## src/rtl/srl_tap_delay_if.sv

```systemverilog
// Bus bundle for srl_tap_delay: shift control, tap select, data in and the
// masked tap output with its fill status.
interface srl_tap_delay_if #(
  parameter int unsigned WIDTH = 8,
  parameter int unsigned DEPTH = 16
);
  localparam int unsigned LW = $clog2(DEPTH);
  localparam int unsigned FW = $clog2(DEPTH + 1);

  logic             en;
  logic             clr;
  logic [LW-1:0]    len;
  logic [WIDTH-1:0] din;
  logic [WIDTH-1:0] dout;
  logic             dout_valid;
  logic [FW-1:0]    fill;

  // Master drives the delay line, slave is the delay line itself.
  modport master (
    output en, clr, len, din,
    input  dout, dout_valid, fill
  );

  modport slave (
    input  en, clr, len, din,
    output dout, dout_valid, fill
  );
endinterface

```

## src/rtl/srl_tap_chain.sv

```systemverilog
// Reset-free shift chain with a runtime tap mux. Kept free of any reset or
// clear so synthesis can map the whole chain onto SRL primitives.
module srl_tap_chain #(
  parameter int unsigned WIDTH = 8,
  parameter int unsigned DEPTH = 16,
  localparam int unsigned LW   = $clog2(DEPTH)
) (
  input  logic             clk,
  input  logic             en,
  input  logic [WIDTH-1:0] din,
  input  logic [LW-1:0]    len,
  output logic [WIDTH-1:0] tap
);

  logic [WIDTH-1:0] stage_q [DEPTH];

  // Shift one stage per enabled edge; storage deliberately has no reset.
  always_ff @(posedge clk) begin
    if (en) begin
      stage_q[0] <= din;
      for (int unsigned i = 1; i < DEPTH; i++) begin
        stage_q[i] <= stage_q[i-1];
      end
    end
  end

  // Tap select; out-of-range len (non power-of-2 depth) clamps to the last stage.
  always_comb begin
    tap = stage_q[DEPTH-1];
    if (32'(len) < DEPTH) begin
      tap = stage_q[len];
    end
  end

endmodule

```

## src/rtl/srl_tap_delay.sv

```systemverilog
// Programmable delay line: SRL chain plus fill tracking, output masking until
// the selected tap holds fresh data, and an optional output register.
module srl_tap_delay #(
  parameter int unsigned WIDTH   = 8,
  parameter int unsigned DEPTH   = 16,
  parameter bit          REG_OUT = 1'b0
) (
  input  logic             clk,
  input  logic             rst_n,
  srl_tap_delay_if.slave   bus
);

  localparam int unsigned LW = $clog2(DEPTH);
  localparam int unsigned FW = $clog2(DEPTH + 1);

  logic [WIDTH-1:0] tap;
  logic [FW-1:0]    fill_d, fill_q;
  logic             valid_int;
  logic [WIDTH-1:0] dout_int;

  srl_tap_chain #(
    .WIDTH (WIDTH),
    .DEPTH (DEPTH)
  ) u_chain (
    .clk (clk),
    .en  (bus.en),
    .din (bus.din),
    .len (bus.len),
    .tap (tap)
  );

  // Fill next-state: clear wins, but a shift in the same cycle counts as one word.
  always_comb begin
    fill_d = fill_q;
    if (bus.clr) begin
      fill_d = bus.en ? FW'(1) : '0;
    end else if (bus.en && (fill_q != FW'(DEPTH))) begin
      fill_d = fill_q + FW'(1);
    end
  end

  // Fill counter register.
  always_ff @(posedge clk or negedge rst_n) begin
    if (!rst_n) begin
      fill_q <= '0;
    end else begin
      fill_q <= fill_d;
    end
  end

  // Tap is only trusted once more words have been written than its index.
  always_comb begin
    valid_int = (fill_q > FW'(bus.len));
    dout_int  = valid_int ? tap : '0;
  end

  assign bus.fill = fill_q;

  if (REG_OUT) begin : g_reg_out
    logic [WIDTH-1:0] dout_q;
    logic             valid_q;

    // Output register samples every cycle, independent of the shift enable.
    always_ff @(posedge clk or negedge rst_n) begin
      if (!rst_n) begin
        dout_q  <= '0;
        valid_q <= 1'b0;
      end else begin
        dout_q  <= dout_int;
        valid_q <= valid_int;
      end
    end

    assign bus.dout       = dout_q;
    assign bus.dout_valid = valid_q;
  end else begin : g_comb_out
    assign bus.dout       = dout_int;
    assign bus.dout_valid = valid_int;
  end

endmodule

```

## src/flat_wrapper.sv

```systemverilog
// flat-port wrapper written by rule: the top's interface ports become plain ports
module srl_tap_delay_flat 
#(
  parameter int unsigned WIDTH   = 8,
  parameter int unsigned DEPTH   = 16,
  parameter bit          REG_OUT = 1'b0
)
  (clk, rst_n, bus_en, bus_clr, bus_len, bus_din, bus_dout, bus_dout_valid, bus_fill);
  srl_tap_delay_if #(.WIDTH(WIDTH), .DEPTH(DEPTH)) bus_i ();
  input  logic clk;
  input  logic rst_n;
  input wire logic [$bits(bus_i.en)-1:0] bus_en;
  input wire logic [$bits(bus_i.clr)-1:0] bus_clr;
  input wire logic [$bits(bus_i.len)-1:0] bus_len;
  input wire logic [$bits(bus_i.din)-1:0] bus_din;
  output wire logic [$bits(bus_i.dout)-1:0] bus_dout;
  output wire logic [$bits(bus_i.dout_valid)-1:0] bus_dout_valid;
  output wire logic [$bits(bus_i.fill)-1:0] bus_fill;
  assign bus_i.en = bus_en;
  assign bus_i.clr = bus_clr;
  assign bus_i.len = bus_len;
  assign bus_i.din = bus_din;
  assign bus_dout = bus_i.dout;
  assign bus_dout_valid = bus_i.dout_valid;
  assign bus_fill = bus_i.fill;
  srl_tap_delay #(.WIDTH(WIDTH), .DEPTH(DEPTH), .REG_OUT(REG_OUT)) u_core (.clk(clk), .rst_n(rst_n), .bus(bus_i));
endmodule
```

## config.mk

```make
export PLATFORM = sky130hd
export DESIGN_NAME = srl_tap_delay_flat
export DESIGN_NICKNAME = d
export VERILOG_FILES = /design/src/rtl/srl_tap_delay_if.sv /design/src/rtl/srl_tap_chain.sv /design/src/rtl/srl_tap_delay.sv /design/src/flat_wrapper.sv
export SDC_FILE = /design/constraint.sdc
export NUM_CORES = 1
export LEC_CHECK = 0
export BUFFER_PORTS_ARGS = -buffer_cell sky130_fd_sc_hd__buf_2
export CAP_MARGIN = 10
export CORE_UTILIZATION = 45
export DETAILED_ROUTE_END_ITERATION = 10
export MAX_ROUTING_LAYER = met4
export PLACE_DENSITY_LB_ADDON = 0.05
export REMOVE_ABC_BUFFERS = 1
export SYNTH_ARGS = -nofsm -noshare
export SYNTH_HDL_FRONTEND = slang
export SYNTH_SLANG_ARGS = --single-unit
```

## constraint.sdc

```tcl
create_clock -name clk -period 2.45 [get_ports clk]
set_clock_uncertainty 0.2 [all_clocks]
set_input_delay 0.49 -clock clk [delete_from_list [all_inputs] [get_ports clk]]
set_output_delay 0.49 -clock clk [all_outputs]
set_load 0.02 [all_outputs]
```

==> flow_summary.ini <==
[setup_path]
end_kind = output port
rr_worst_depth = 8
timing.rr.start = u_core.bus.fill[1]$_DFFE_PN0P_
arrival_ps = 2000
cp_cell_sequence = ha_4, nor2b_4, o21a_1, o211ai_1, buf_4, a21oi_1, buf_4
path_common_cell = buf_4
critPathRequiredTime_ps = 1760
max_stage_delay_ps = 400
startpoint_type = register
crit_slowest_cell = dfrtp_1
worst-path-buf-inv = 2
regToRegEndpoint = u_core.bus.fill[2]$_DFFE_PN0P_
crit_type = register to output port
crit_family = compound AO/OA/AOI/OAI gates
rrSetupSlack_ps = 770
cp_max_fo = 6

[global_routing]
grt_max_degree = 47
antenna_found_initial = 0
overflow = 0
grt_pass1_wl_um = 15000
grt_pass1_vias = 2666
gr-usage-all-layers_pct = 17.4

[sta]
layout_setup_ws_ps = -236
relSlewSlack_pct = 47.0
fin_crit_ps = 2690
hold_viol = 0
setup_viol = 9
fin_hold_ws_ps = 53.1
tightest_slew_ps = 793
rsz0062_at_grt = yes
fin_crit_sh_pct = 110
slew_violations = 0
fmax_ghz = 0.372

[power]
ir_drop_mv = 0.609
leakagePower_nw = 2.37
cellPowerDensity_nw_per_um2 = 874

[routing]
dr_wl_met3_um = 426
num_vias = 2612
dr.max_layer_used = met4
drc = 0
wl_met1_um = 4600
vias_per_cell = 5.62
first_pass_iters = 5
wl_per_cell_um = 20.5
wl_um = 9540
wl_met2_um = 4410
first_iter_violations = 274
drtAntennaViolNets = 0

[clock_tree]
clkTransAtPathRegs_ps = 60
cts_tree = built
insertion_delay_ps = 410
cts_root_buffer = clkbuf_16
cts-htree-levels = 4
numCtsBuffers = 17
cts.path.max_buffers = 2
clock_sinks = 133

[logic_synthesis]
ys_warn_count = 0
synthDistinctLibCells = 28
avgSynthCellArea_um2 = 21.4
ys_seq_area_share_pct = 74.6
synth-seq-cells = 133
syn-cell-area_um2 = 5320
syn_inst = 249

[min_path]
hp-class = primary input to register
min-delay-start = bus_din[4]
whs_endpoint = u_core.u_chain.stage_q[0][4]$_DFFE_PP_
hold_depth = 1

[layout]
antenna-diode-count = 0
area_growth_pct = 22.5
final_common_cell = edfxtp_1
mostFrequentLayoutCells = edfxtp_1, buf_4, buf_2
drive_gt1_share_pct = 36.0
final_nets = 331
fin_cells = 465
design_area_um2 = 6520

[run]
cap_violations = 0

[floorplanning]
num_rows = 39
die_h_um = 111
dieArea_um2 = 12300
initial_utilization_pct = 46.4
ios = 30
die_w_um = 111
core_um2 = 11500

[placement]
dpl.cell_count = 430
place_area_um2 = 5760
gp_congestion = 0.736
io_buffers = 29
post-place-ws_ps = -256
hpwl_um = 5840

[status]
violations = negative setup slack
status = finished, violations left
## through the flow
stage | total power, W | setup TNS (ps) | util [%]
3_3_place_gp | 0.00310 | -2150 | 50.2
4_1_cts | 0.00575 | -3040 | 55.9
5_1_grt | 0.00591 | -2800 | 56.8
2_1_floorplan | 0.00291 | -33.2 | -
6_report | 0.00570 | -1900 | 56.8
3_5_place_dp | 0.00311 | -1970 | 50.2
## worst max-delay path by stage
stage                                    from          end  cells after the start
3_3_place_gp                       bus_len[0]  bus_dout[0]                      7
5_1_grt        u_core.bus.fill[0]$_DFFE_PN0P_  bus_dout[3]                      8
4_1_cts        u_core.bus.fill[1]$_DFFE_PN0P_  bus_dout[3]                      7
6_report       u_core.bus.fill[1]$_DFFE_PN0P_  bus_dout[3]                      7
3_5_place_dp                       bus_len[0]  bus_dout[1]                      7
2_1_floorplan  u_core.bus.fill[1]$_DFFE_PN0P_  bus_dout[0]                      5
## synth_stat cells (all sizes together)
cell / n / area share [%]
nand3b: 2 / 0.28
nand4: 3 / 0.35
o21a: 1 / 0.14
a22o: 14 / 2.3
edfxtp: 128 / 72
a21oi: 9 / 0.85
inv: 5 / 0.35
ha: 6 / 1.4
xor2: 3 / 0.49
nor2b: 2 / 0.24
o211ai: 3 / 0.42
nand2: 4 / 0.28
a31oi: 1 / 0.12
nor2: 11 / 0.78
mux2i: 2 / 0.38
mux4: 31 / 14
a32oi: 1 / 0.16
dfrtp: 5 / 2.4
and2b: 1 / 0.19
nand4bb: 1 / 0.21
clkbuf: 3 / 0.40
nand3: 4 / 0.38
and2: 1 / 0.14
buf: 8 / 1.6
## report_power, final
part           internal (W)  switching (W)
combinational      0.000196       0.000190
clock               0.00169       0.000912
sequential          0.00265      0.0000641
## logic make-up after synthesis
family / Yosys count / share of synthesized area (%)
muxes: 33 / 14.3
DFF: 133 / 74.6
and+or+nand+nor: 29 / 2.85
buffers and inverters: 16 / 2.30
xor gates and xnor gates: 3 / 0.494
AOI/OAI and AO/OA: 29 / 4.00
adders and majority gates: 6 / 1.41
## repair_timing
action,in CTS,in global routing
pin swaps,3,3
hold buffers,1,0
setup buffers,0,1
cloned,0,1
gates resized for setup,10,18
endpoints found under the setup margin,9,9
hold endpoints to repair,5,0
## sequential cells by signal, summed over array words and instances (netlist names)
signal,cells
u_core.bus.fill,5
u_core.u_chain.stage_q,128
## routing by layer
metal	vias up	global-route usage (%)
met3	10	7.00
met5	-	-
met4	0	6.13
met1	1359	23.6
met2	59	23.8
li1	1184	-
## area by class of cell
type                       instances  area (µm²)
sequential                       133        3970
fill                             858        4950
multi-input combinational        100        1300
clock inverter                    15         185
timing repair buffer              52         438
inverter                           5        18.8
tap                              143         179
clock buffer                      17         425
No activity file was read; power rests on OpenSTA's default activity.
